File: src/rtl/vec_cache_mshr_alloc.sv
// MSHR entry allocator: free bitmap offering the two lowest free entries per cycle, dual release ports.
// Optional release-protocol checking enabled by defining VEC_CACHE_MSHR_ALLOC_CHK_EN.
module vec_cache_mshr_alloc #(
   parameter int ENTRY_NUM       = 16,
   parameter int ENTRY_IDX_WIDTH = 4
) (
   input  logic                               clk,
   input  logic                               rst_n,
   output logic                               mshr_alloc_vld_0,
   output logic                               mshr_alloc_vld_1,
   output logic [ENTRY_IDX_WIDTH-1:0]         mshr_alloc_idx_0,
   output logic [ENTRY_IDX_WIDTH-1:0]         mshr_alloc_idx_1,
   input  logic                               mshr_alloc_rdy_0,
   input  logic                               mshr_alloc_rdy_1,
   input  logic                               mshr_rel_vld_0,
   input  logic                               mshr_rel_vld_1,
   input  logic [ENTRY_IDX_WIDTH-1:0]         mshr_rel_idx_0,
   input  logic [ENTRY_IDX_WIDTH-1:0]         mshr_rel_idx_1,
   output logic [$clog2(ENTRY_NUM+1)-1:0]     free_cnt,
   output logic                               alloc_err
);

   localparam int CNT_W = $clog2(ENTRY_NUM + 1);
   localparam logic [ENTRY_IDX_WIDTH:0] ENTRY_NUM_W = (ENTRY_IDX_WIDTH + 1)'(ENTRY_NUM);

   logic [ENTRY_NUM-1:0] free_map_q, free_map_d;
   logic [CNT_W-1:0]     free_cnt_q, free_cnt_d;
   logic [ENTRY_NUM-1:0] alloc_mask, kept_map;
   logic                 fire_0, fire_1;
   logic                 in_range_0, in_range_1;
   logic                 take_0, take_1;
   logic                 new_0, new_1;
   logic                 bad_0, bad_1;
   logic [1:0]           hits;

   // Handshake: slot k transfers on a cycle where vld_k && rdy_k. vld_k and idx_k come
   // only from registered state, so the arbiter may freely gate rdy_k on vld_k.
   always_comb begin
      mshr_alloc_idx_0 = '0;
      mshr_alloc_idx_1 = '0;
      hits             = 2'd0;
      for (int i = 0; i < ENTRY_NUM; i++) begin
         if (free_map_q[i]) begin
            if (hits == 2'd0) mshr_alloc_idx_0 = ENTRY_IDX_WIDTH'(i);
            else if (hits == 2'd1) mshr_alloc_idx_1 = ENTRY_IDX_WIDTH'(i);
            if (hits != 2'd2) hits = hits + 2'd1;
         end
      end
   end

   assign mshr_alloc_vld_0 = (free_cnt_q != '0);
   assign mshr_alloc_vld_1 = (free_cnt_q >= CNT_W'(2));
   assign free_cnt         = free_cnt_q;

   assign fire_0     = mshr_alloc_vld_0 & mshr_alloc_rdy_0;
   assign fire_1     = mshr_alloc_vld_1 & mshr_alloc_rdy_1;
   assign in_range_0 = ({1'b0, mshr_rel_idx_0} < ENTRY_NUM_W);
   assign in_range_1 = ({1'b0, mshr_rel_idx_1} < ENTRY_NUM_W);

   always_comb begin
      alloc_mask = '0;
      if (fire_0) alloc_mask[mshr_alloc_idx_0] = 1'b1;
      if (fire_1) alloc_mask[mshr_alloc_idx_1] = 1'b1;
   end

   assign kept_map = free_map_q & ~alloc_mask;

`ifdef VEC_CACHE_MSHR_ALLOC_CHK_EN
   // An offending release is dropped entirely; port 1 is the offender on an equal-index pair.
   assign bad_0  = mshr_rel_vld_0 & (~in_range_0 | free_map_q[mshr_rel_idx_0]);
   assign bad_1  = mshr_rel_vld_1 & (~in_range_1 | free_map_q[mshr_rel_idx_1] |
                   (mshr_rel_vld_0 & (mshr_rel_idx_0 == mshr_rel_idx_1)));
   assign take_0 = mshr_rel_vld_0 & ~bad_0;
   assign take_1 = mshr_rel_vld_1 & ~bad_1;
`else
   assign bad_0  = 1'b0;
   assign bad_1  = 1'b0;
   assign take_0 = mshr_rel_vld_0 & in_range_0;
   assign take_1 = mshr_rel_vld_1 & in_range_1 &
                   ~(take_0 & (mshr_rel_idx_0 == mshr_rel_idx_1));
`endif

   // Only releases that actually flip a bit to free move the counter, keeping it equal to popcount.
   assign new_0 = take_0 & ~kept_map[mshr_rel_idx_0];
   assign new_1 = take_1 & ~kept_map[mshr_rel_idx_1];

   always_comb begin
      free_map_d = kept_map;
      if (take_0) free_map_d[mshr_rel_idx_0] = 1'b1;
      if (take_1) free_map_d[mshr_rel_idx_1] = 1'b1;
      free_cnt_d = free_cnt_q - CNT_W'(fire_0) - CNT_W'(fire_1)
                   + CNT_W'(new_0) + CNT_W'(new_1);
   end

   always_ff @(posedge clk) begin
      if (!rst_n) begin
         free_map_q <= {ENTRY_NUM{1'b1}};
         free_cnt_q <= CNT_W'(ENTRY_NUM);
      end else begin
         free_map_q <= free_map_d;
         free_cnt_q <= free_cnt_d;
      end
   end

`ifdef VEC_CACHE_MSHR_ALLOC_CHK_EN
   logic alloc_err_q;

   always_ff @(posedge clk) begin
      if (!rst_n) alloc_err_q <= 1'b0;
      else        alloc_err_q <= alloc_err_q | bad_0 | bad_1;
   end

   assign alloc_err = alloc_err_q;
`else
   assign alloc_err = bad_0 | bad_1;
`endif

endmodule
File: config.mk
export PLATFORM = sky130hd
export DESIGN_NAME = vec_cache_mshr_alloc
export DESIGN_NICKNAME = d
export VERILOG_FILES = /design/src/rtl/vec_cache_mshr_alloc.sv
export SDC_FILE = /design/constraint.sdc
export NUM_CORES = 1
export LEC_CHECK = 0
export BUFFER_PORTS_ARGS = -buffer_cell sky130_fd_sc_hd__buf_4
export CAP_MARGIN = 10
export CORE_MARGIN = 2
export CORE_UTILIZATION = 45
export CTS_CLUSTER_SIZE = 28
export DETAILED_ROUTE_END_ITERATION = 8
export PLACE_DENSITY = 0.61
export SYNTH_ARGS = -nofsm -noshare
export SYNTH_HDL_FRONTEND = slang
export SYNTH_SLANG_ARGS = --single-unit
File: constraint.sdc
create_clock -name clk -period 19.2 [get_ports clk]
set_input_delay 0.96 -clock clk [delete_from_list [all_inputs] [get_ports clk]]
set_output_delay 0.96 -clock clk [all_outputs]
set_load 0.01 [all_outputs]
# Yosys cells after proc, flatten, opt, wreduce, memory -nomap -nowiden
# Index checks and enable logic that the tools add are counted.
# Widths: inputs -> output; s select.
word_totals:
  elab_cells: 213
  register_bits: 21
  inputBits: 14
  output_inout_bits: 16
classes:
  n_mux: 120
  reduce_logical: 20
  eq_ne: 30
  magnitude_cmp: 9
  bitwise_logic: 14
  n_addsub: 18
op_table:
  columns: ["cell", "n"]
  rows:
  - ["$mux 4", 70]
  - ["$mux 16", 4]
  - ["$mux 2", 28]
  - ["$or 16x16->16", 3]
  - ["$eq 2x1->1 const B", 15]
  - ["$logic_not 2->1", 15]
  - ["$add 2x1->2 const B", 14]
  - ["$ne 2x2->1 const B", 14]
  - ["$lt 4x5->1 const B", 4]
  - ["$and 16x16->16", 1]
  - ["$demux 1 s4", 4]
  - ["$ge 4x1->1 const B", 4]
  - ["$not 16->16", 1]
  - ["$mux 1", 12]
  - ["$add 5x1->5", 2]
  - ["$sub 5x1->5", 2]
  - ["$bmux 1 s4", 2]
  - ["$and 1x1->1", 6]
  - ["$ge 5x2->1 const B", 1]
  - ["$reduce_bool 5->1", 1]
  - ["$eq 4x4->1", 1]
  - ["$logic_and 1x1->1", 4]
  - ["$not 1->1", 3]

# Depth between registers and ports, before layout
# Gate-level depths: netlist of run 1.
depth:
  ltp_word: 61
  ltp_mapped: 66
  ltp_nobuf: 66

# Worst setup path before layout of run 1
# Ideal clock, no wire load.
synth_path:
  kind: "reg2reg"
  from: "reg free_map_q[0]"
  to: "reg free_cnt_q[2] (netlist: free_cnt[2])"
  n_path_buf: 0
  setup_slack_ns: 7.243
  t_arrival_ns: 11.892
  path_stages_with_launch: 53
  required_time_ns: 19.135
  path_cell_list: "dfxtp_1 -> inv_1 -> ha_1 -> mux2_4 -> ha_1 -> mux2_2 -> ha_1 -> mux2_2 -> ha_1 -> a32o_1 -> or2_2 -> ha_1 -> nand2_1 -> a21boi_0 -> inv_1 -> ha_1 -> nand2_1 -> o21ai_0 -> [... 17 more ...] -> ha_1 -> nand4b_1 -> nand3_1 -> or3b_2 -> nor3_1 -> o211ai_1 -> o311ai_1 -> mux2_2 -> nor3_1 -> a2111oi_2 -> nand4_1 -> fa_1 -> inv_1 -> fa_1 -> ha_1 -> inv_1 -> fa_1 -> nor2b_1"
synth_between:
  elab_chain_len: 61
synth_lines:
  columns: ["element", "line", "text"]
  rows:
  - ["start: declaration", "26", "logic [ENTRY_NUM-1:0] free_map_q, free_map_d;"]
  - ["start signal: assignment", "97", "free_map_q <= {ENTRY_NUM{1'b1}};"]
  - ["start signal: assignment", "100", "free_map_q <= free_map_d;"]
  - ["$mux 1", "43", "if (free_map_q[i]) begin"]
  - ["$add 2x1->2 (tied with other cells)", "46", "if (hits != 2'd2) hits = hits + 2'd1;"]
  - ["$mux 2 or $mux 1 (tied branches)", "46, 45", null]
  - ["$mux 2 or $mux 1 (tied branches)", "43, 44", null]
  - ["$add 2x1->2 (tied with other cells)", "46", null]
  - ["$mux 2 or $mux 4 (tied branches)", "46, 45", null]
  - ["$mux 2 or $mux 4 (tied branches)", "43, 44", null]
  - ["$add 2x1->2 (tied with other cells)", "46", null]
  - ["[... 45 more ...]", null, null]
  - ["$not 16->16", "66", "assign kept_map = free_map_q & ~alloc_mask;"]
  - ["$and 16x16->16 (*)", "66", null]
  - ["$bmux 1 s4", "84", "assign new_0 = take_0 & ~kept_map[mshr_rel_idx_0];"]
  - ["$mux 1 (not written as such)", "84", null]
  - ["$not 1->1", "84", null]
  - ["$and 1x1->1", "84", null]
  - ["$add 5x1->5", "92", "+ CNT_W'(new_0) + CNT_W'(new_1);"]
  - ["$add 5x1->5 (*)", "92", null]
  - ["end signal: assignment", "98", "free_cnt_q <= CNT_W'(ENTRY_NUM);"]
  - ["end signal: assignment", "101", "free_cnt_q <= free_cnt_d;"]
  - ["end: declaration", "27", "logic [CNT_W-1:0] free_cnt_q, free_cnt_d;"]
# Every way passes the cells marked *; elsewhere a longest branch is shown, timed or not. The select of a mux whose other input is x is not followed.
# A chain may end at the register's enable or synchronous reset.

# Final worst setup path of run 1
# Ends and elaborated chain as after synthesis.

==> run_results.csv, run 1 <==
group,metric,value,unit
die,rows,32,
logic_synthesis,synth_seq_cells,21,
logic_synthesis,yosysSeqAreaShare,0.1151,
logic_synthesis,synth_edf_count,0,
finish,n_fill_cell,796,
cts,cts_resized,0,
sta,rsz0062_at_grt,"no",
placed_design,gp_congestion,0.9198,
sta,worst_pin_slew,0.7556,ns
critical_path,required,19.41,ns
sta,fin_setup_tns,0,ns
detailed_routing,viasPerCell,6.135,
logic_synthesis,ys.flop_type,"dfxtp_1",
critical_path,path_max_fanout,7,
logic_synthesis,muxShareOfSynthArea,0.02501,
die,pin_count,30,
global_route,grt_usage,0.2514,
sta,fin_worst_skew,0.01335,ns
cts,postCtsHoldBufs,0,
flow_run,max_cap_viol_count,0,
critical_path,arrival,13.56,ns
critical_path,max_stage_delay,0.62,ns
logic_synthesis,synthTopCellsByArea,"ha_1 (16%), dfxtp_1 (12%), nand2_1 (7.6%)",
critical_path,end_kind,"flip-flop",
critical_path,cp_common_cell,"ha_1",
cts,cts_max_level,1,
detailed_routing,drt_iter0_markers,323,
finish,drive_gt1_frac,0.1340,
critical_path,startpoint_type,"flip-flop",
sta,finalCritPeriodShare,0.6950,
logic_synthesis,postSynthAreaPerCell,7.423,um2
cts,root_buffer,"clkbuf_8",
global_route,grt_overflow,0,
finish,nNetsFinal,566,
finish,syn_to_final_growth,6.817,%
logic_synthesis,synthAdderAreaFrac,0.1809,
cts,cts_buffers,3,
global_route,antenna_found_initial,0,
logic_synthesis,synth_top_area_share,0.1644,
logic_synthesis,synth_cells,492,
cts,clockBufferDepth,2,
sta,slew_violations,0,
global_route,grt_start_max_net_pins,22,
die,coreArea,7807,um2
logic_synthesis,synth-compound-area-share,0.2645,
detailed_routing,dr.pass1.iters,4,
sta,hold_viol,0,
finish,postLayoutCoreUtil,0.4997,
detailed_routing,routed_wl,10.93,mm
cts,cts_num_sinks,21,
logic_synthesis,yosysUniqueCellTypes,83,
cts,cts_tree,"yes",
logic_synthesis,mappedNetlistNets,557,
logic_synthesis,yosysMostFrequentCell,"nand2_1",
logic_synthesis,synthXorXnorAreaFrac,0.01199,
sta,max_freq,74.94,MHz
logic_synthesis,yosys_warnings,0,
sta,slew_headroom,0.4899,
cts,clkLatencyLatePin,0.27,ns
global_route,grt_pass1_vias,3704,
sta,setup_violations,0,
detailed_routing,antenna_left,0,
die,die_w,94.09,um
worst_hold_path,hold_path_class,"flip-flop to flip-flop",
global_route,grt_pass1_wl,17.99,mm
placed_design,portBuffers,28,
critical_path,path_class,"flip-flop to flip-flop",
logic_synthesis,synthTopCellsByCount,"nand2_1 (74), ha_1 (48), inv_1 (39), nor2_1 (29)",
die,dieArea,8853,um2
logic_synthesis,syn_area,3652,um2
logic_synthesis,async_flop_share,0,
die,die_y,94.09,um
logic_synthesis,synth_top_family_by_area,"simple AND/OR/NAND/NOR gates",
logic_synthesis,synth_top_area_cell,"ha_1",
logic_synthesis,yosys.area_share.simple,0.3203,
outcome,run_status,"complete, no violations",
detailed_routing,routedWlPerCell,18.15,um
finish,n_antenna_cell,0,
critical_path,slowest_stage,"o311ai_0",
die,initial_core_util,0.4678,
detailed_routing,drcViolationCount,0,
cts,clkTransAtPathRegs,0.09,ns
placed_design,dp_hpwl,8.814,mm
cts,post_cts_buffers,0,
detailed_routing,vias,3693,
sta,period_minus_slack,13.34,ns
==> flip-flops by register name (all words and copies together) (netlist names) <==
register	flops
free_map_q	16
free_cnt	5
==> cell type report <==
class,instances,area [um2],share of cell area
multi-input combinational,406,2935,0.7524
sequential,21,420.4,0.1078
inverter,41,158.9,0.04073
clock buffer,3,41.29,0.01058
clock inverter,1,7.507,0.001924
tap,102,127.6,0.03271
timing repair buffer,28,210.2,0.05388
==> path summary, 6_finish.rpt <==
kind,from,end,slack [ns],cells past startpoint
max,free_map_q[0],free_cnt[2],5.86,53
min,free_cnt[4],free_cnt[4],0.74,4
max reg2reg,free_map_q[0],free_cnt[2],5.86,53
min reg2reg,free_cnt[4],free_cnt[4],0.74,4
==> layer usage <==
layer | vias to the layer above | share of wire | GRT usage
met4 | 0 | 0.017 | 0.07729
met2 | 123 | 0.48 | 0.4417
met5 | - | 0 | 0
met3 | 18 | 0.053 | 0.01284
met1 | 1755 | 0.45 | 0.3295
li1 | 1797 | - | -
==> stage by stage <==
stage | hold slack (ns) | std cells | setup WS, ns | cell area (um2)
global placement | 0.6997 | 598 | 6.330 | 3852
detailed placement | 0.7212 | 598 | 5.909 | 3852
CTS | 0.7429 | 602 | 5.891 | 3901
global route | 0.7621 | 602 | 4.819 | 3901
floorplan | 0.6032 | 492 | 7.243 | 3652
finish | 0.7437 | 602 | 5.855 | 3901
==> layout by cell type (no fill, tap or decap), types with 3 or more instances in the layout <==
cell type	instances
and2_1	13
nand2_1	74
nor3b_1	6
nand3b_1	9
o221ai_1	4
fa_1	3
o22ai_1	4
nand3_1	21
clkbuf_8	3
or3_1	4
inv_1	39
a311o_1	3
dfxtp_1	21
nor3_1	6
nand4_1	7
nand2b_1	14
mux2_2	5
and3b_1	5
a22oi_1	4
o211ai_1	6
nor2b_1	12
or2_2	3
o31a_1	3
xnor2_1	3
buf_4	28
a21oi_1	15
ha_1	48
o2111ai_1	17
o21ai_0	21
nor2_1	29
==> logic make-up after synthesis <==
family | after synthesis
buffers and inverters | 65
xor gates and xnor gates | 5
AOI/OAI and AO/OA | 122
other | 1
adders and majority gates | 51
DFF | 21
muxes | 8
and+or+nand+nor | 219
==> critical path, delay by kind of cell (launching register included) <==
family / cells / cell delay, ns
buffers and inverters: 6 / 0.45
muxes: 4 / 1.13
DFF: 1 / 0.37
AOI/OAI and AO/OA: 11 / 3.47
adders and majority gates: 17 / 5.19
and+or+nand+nor: 15 / 2.72
Power of run 1 is not shown: default switching activity piles up to over one toggle a cycle in this logic, so the estimate is an artifact.
==> inputs of run 2 (changes only) <==
- clock period: 19.2 -> 13.9 ns (I/O delays scaled with it)
==> run_results.csv, run 2 (synthesized netlist as in run 1, its figures left out) <==
group,metric,value,unit
outcome,run_status,"complete, no violations",
cts,cts_tree,"yes",
critical_path,path_class,"flip-flop to flip-flop",
placed_design,placed_cells,599,
die,die_y,94.09,um
sta,period_minus_slack,13.02,ns
finish,largest_reg_flops,16,
worst_hold_path,hold_path_depth,2,
cts,clockBufferDepth,2,
finish,n_antenna_cell,0,
critical_path,cp_common_cell,"ha_1",
detailed_routing,routed_wl,10.85,mm
global_route,grt_pass1_wl,17.54,mm
finish,layout.cells.non_filler,603,
critical_path,path_max_fanout,7,
finish,nNetsFinal,567,
sta,fin_worst_skew,0.01194,ns
placed_design,dp_hpwl,8.761,mm
placed_design,portBuffers,28,
finish,regArea,420.4,um2
detailed_routing,routedWlPerCell,18.00,um
detailed_routing,drcViolationCount,0,
placed_design,gp_congestion,0.9552,
die,dieArea,8853,um2
sta,fin_setup_tns,0,ns
global_route,grt_pass1_vias,3582,
die,pin_count,30,
critical_path,r2r_cells,52,
sta,setup_violations,0,
global_route,antenna_found_initial,0,
cts,root_buffer,"clkbuf_8",
critical_path,max_stage_delay,0.55,ns
die,coreArea,7807,um2
worst_hold_path,hold_path_class,"input port to flip-flop",
critical_path,arrival,13.23,ns
global_route,grt_start_max_net_pins,22,
cts,cts_buffers,3,
sta,rsz0062_at_grt,"no",
finish,drive_gt1_frac,0.1377,
cts,clkTransAtPathRegs,0.09,ns
finish,final_cell_mix,"nand2_1 (74), ha_1 (48), inv_1 (39)",
detailed_routing,antenna_left,0,
detailed_routing,drt_iter0_markers,322,
sta,finalCritPeriodShare,0.9365,
sta,worst_pin_slew,0.6938,ns
critical_path,startpoint_type,"flip-flop",
global_route,grt_overflow,0,
finish,postLayoutCoreUtil,0.5026,
cts,clkLatencyLatePin,0.27,ns
global_route,grt_usage,0.2493,
sta,slew_violations,0,
die,die_w,94.09,um
finish,n_fill_cell,799,
cts,cts_num_sinks,21,
critical_path,slowest_stage,"or3b_2",
detailed_routing,vias,3722,
sta,hold_viol,0,
finish,syn_to_final_growth,7.434,%
critical_path,end_kind,"flip-flop",
detailed_routing,dr.pass1.iters,6,
die,rows,32,
sta,max_freq,76.82,MHz
sta,slew_headroom,0.5316,
cts,post_cts_buffers,0,
finish,top_register,"free_map_q",
flow_run,max_cap_viol_count,0,
critical_path,required,14.12,ns
finish,multi_input_area,2954,um2
finish,final_common_cell,"nand2_1",
detailed_routing,viasPerCell,6.172,
die,initial_core_util,0.4678,
cts,cts_max_level,1,
run 2: cell count changes in the layout (fill, tap and decap cells not counted), sizes merged:
cell | before | now
buf | 28 | 29
clkinvlp | 1 | 0
clkbuf | 3 | 4
run 2: path summary, 6_finish.rpt:
kind,startpoint,end,slack (ns)
max,free_map_q[0],free_cnt[2],0.88
min,rst_n,free_cnt[4],0.72
max reg2reg,free_map_q[0],free_cnt[2],0.88
min reg2reg,free_cnt[0],free_cnt[0],0.72
run 2: final cells by class:
| class | count | share of cell area |
|---|---|---|
| well taps | 102 | 0.03253 |
| inverters | 41 | 0.04050 |
| multi-input cells | 406 | 0.7529 |
| clock buffers | 4 | 0.01148 |
| repair buffers | 29 | 0.05548 |
| flip-flops and latches | 21 | 0.1071 |
run 2: timing repair:
| item | CTS | global route |
|---|---|---|
| hold buffers | 0 | 0 |
| resized for setup | 0 | 5 |
| endpoints found under the hold margin | 0 | 0 |
| endpoints found under the setup margin | 0 | 3 |
run 2: stage by stage:
stage	setup slack (ns)	area [um2]	hold slack, ns
2_1_floorplan	1.943	3652	0.6032
3_3_place_gp	1.113	3860	0.7006
3_5_place_dp	0.7585	3860	0.7085
4_1_cts	0.7122	3905	0.7253
5_1_grt	0.03643	3924	0.7262
6_report	0.8822	3924	0.7190
run 2: worst max-delay path, delay by kind of cell, from the launching register on:
family          cells  cell delay [ns]
mux                 6             1.78
buf+inv             5             0.34
flops               1             0.36
fa+ha+maj          17             5.47
compound gates     11             2.48
simple gates       13             2.55
run 2: metal layers:
| metal | wire, um | global-route usage |
|---|---|---|
| met5 | 0 | 0 |
| met3 | 564 | 0.01685 |
| met1 | 4788 | 0.3304 |
| met4 | 219 | 0.09420 |
| met2 | 5278 | 0.4220 |
Power of run 2 is left out for the same reason.
==> inputs of run 3 (changes only) <==
- ABC_AREA: not set -> 1
- CAP_MARGIN: 10 -> not set
==> run_results.csv, run 3 <==
group,metric,value,unit
detailed_routing,drcViolationCount,0,
outcome,run_status,"complete, no violations",
flow_run,max_cap_viol_count,0,
critical_path,path_delay_family,"simple AND/OR/NAND/NOR gates",
critical_path,r2r_cells,66,
die,rows,32,
global_route,met1_usage,0.3400,
sta,hold_viol,0,
sta,fin_setup_tns,0,ns
logic_synthesis,mappedNetlistNets,643,
detailed_routing,routedWlPerCell,13.92,um
placed_design,gp_congestion,0.9730,
critical_path,required,14.09,ns
detailed_routing,routed_wl,9.884,mm
cts,root_buffer,"clkbuf_8",
logic_synthesis,yosysUniqueCellTypes,39,
sta,slew_violations,0,
logic_synthesis,synthTopCellsByArea,"ha_1 (17%), nand3_1 (13%), nand2_1 (13%)",
cts,cts_tree,"yes",
critical_path,slowest_stage,"fa_1",
worst_hold_path,hold_path_depth,2,
die,dieArea,8440,um2
logic_synthesis,synth_top_area_cell,"ha_1",
finish,syn_to_final_growth,10.80,%
finish,n_fill_cell,810,
detailed_routing,dr.pass1.iters,5,
logic_synthesis,yosysSeqAreaShare,0.1210,
critical_path,startpoint_type,"flip-flop",
worst_hold_path,hp-start,"free_map_q[1]",
finish,final_cell_mix,"nand2_1 (122), nand3_1 (92), inv_1 (90)",
critical_path,arrival,11.97,ns
cts,postCtsHoldBufs,0,
placed_design,portBuffers,28,
finish,final_common_cell,"nand2_1",
logic_synthesis,synth_edf_count,0,
logic_synthesis,ys.flop_type,"dfxtp_1",
detailed_routing,vias,3805,
critical_path,path_class,"flip-flop to flip-flop",
global_route,grt_busiest_layer,"met2",
cts,clockBufferDepth,2,
sta,finalCritPeriodShare,0.8471,
global_route,antenna_found_initial,0,
logic_synthesis,synth_cells,578,
die,initial_core_util,0.4567,
critical_path,r2r-end,"free_cnt[2]",
global_route,use_met2,0.4308,
global_route,grt_start_max_net_pins,18,
logic_synthesis,synthTopCellsByCount,"nand2_1 (122), nand3_1 (92), inv_1 (90), nor2_1 (57), ha_1 (48)",
logic_synthesis,synth_seq_cells,21,
cts,cts_resized,0,
finish,largest_reg_flops,16,
critical_path,end_kind,"flip-flop",
sta,max_freq,84.92,MHz
global_route,grt_pass1_vias,3677,
sta,period_minus_slack,11.78,ns
global_route,grt_pass1_wl,17.28,mm
finish,n_antenna_cell,0,
critical_path,r2r_slack,2.12,ns
logic_synthesis,yosys_warnings,0,
detailed_routing,viasPerCell,5.359,
cts,clkTransAtPathRegs,0.09,ns
logic_synthesis,syn_area,3475,um2
die,die_y,91.87,um
cts,cts_num_sinks,21,
placed_design,dp_hpwl,8.379,mm
worst_hold_path,hold_path_end,"free_map_q[1]",
sta,setup_violations,0,
finish,top_register,"free_map_q",
detailed_routing,drt_iter0_markers,202,
logic_synthesis,postSynthAreaPerCell,6.011,um2
sta,rsz0062_at_grt,"no",
finish,drive_gt1_frac,0.1299,
sta,worst_pin_slew,0.7108,ns
cts,cts_max_level,1,
die,coreArea,7607,um2
finish,nNetsFinal,674,
cts,post_cts_buffers,0,
critical_path,max_stage_delay,0.56,ns
sta,fin_worst_skew,0.007915,ns
detailed_routing,antenna_left,0,
logic_synthesis,synth_top_area_share,0.1728,
critical_path,cp_common_cell,"nand2_1",
critical_path,reg2reg_from,"free_map_q[0]",
global_route,grt_usage,0.2479,
cts,clkLatencyLatePin,0.27,ns
logic_synthesis,yosysMostFrequentCell,"nand2_1",
sta,slew_headroom,0.5244,
die,die_w,91.87,um
global_route,grt_overflow,0,
worst_hold_path,hold_path_class,"flip-flop to flip-flop",
cts,cts_buffers,3,
critical_path,path_max_fanout,8,
critical_path,cp.buffers_inverters,12,
die,pin_count,30,
logic_synthesis,async_flop_share,0,
global_route,met3_usage,0.009860,
## run 3: cell types whose count changed after synthesis, moves of 9 or more
cell and change:
nor2_1 +28, o2111ai_1 -17, nand4_1 +19, nand3_1 +71, nand2b_1 -14, clkbuf_1 -10, or2_2 +9, nand2_1 +48
inv_1 +51, and2_1 -12, nor2b_1 -12, o21ai_0 -14, a21oi_1 +14
## run 3: worst max path at each step
stage,startpoint,end,cells past startpoint
2_1_floorplan,free_map_q[0],free_cnt[2],66
3_3_place_gp,free_map_q[0],free_cnt[2],66
3_5_place_dp,free_map_q[0],free_cnt[2],66
4_1_cts,free_map_q[0],free_cnt[2],66
5_1_grt,free_map_q[0],free_cnt[2],65
6_report,free_map_q[0],free_cnt[2],66
## run 3: routing by layer
layer	vias to the layer above	routed length (um)
met5	-	0
met4	0	138
met1	1740	4617
met2	104	4653
met3	12	474
li1	1949	-
## run 3: metrics by stage
stage	util	cells	setup slack [ns]	hold slack [ns]	cell area, um2
global route	0.5061	710	1.083	0.5991	3850
detailed placement	0.5002	706	2.121	0.5669	3805
floorplan	-	578	2.996	0.4915	3475
global placement	0.5002	706	2.382	0.5691	3805
finish	0.5061	710	2.125	0.5719	3850
CTS	0.5061	710	2.110	0.5786	3850
## run 3: area by class of cell
cell class              count  area (um2)  share of cell area
well taps                 102       127.6             0.03315
clock buffers               4       45.04             0.01170
multi-input cells         453        2660              0.6909
repair buffers             29       217.7             0.05655
flip-flops and latches     21       420.4              0.1092
inverters                 101       379.1             0.09847
## run 3: tightest hold or removal path, stage by stage, from the launching register on
cell and delay (ns):
dfxtp_1 0.36, nand3_1 0.10, nand3_1 0.06
## run 3: cells by family (layout without fill, tap and decap cells)
kind of cell               after synthesis  in the layout  synth area share
AOI/OAI and AO/OA                       58             58           0.09183
xor gates and xnor gates                 2              2          0.005042
adders and majority gates               51             51            0.1901
buffers and inverters                  104            134            0.1134
DFF                                     21             21            0.1210
other                                    1              1          0.001079
and+or+nand+nor                        341            341            0.4775
Power of run 3 is left out for the same reason.
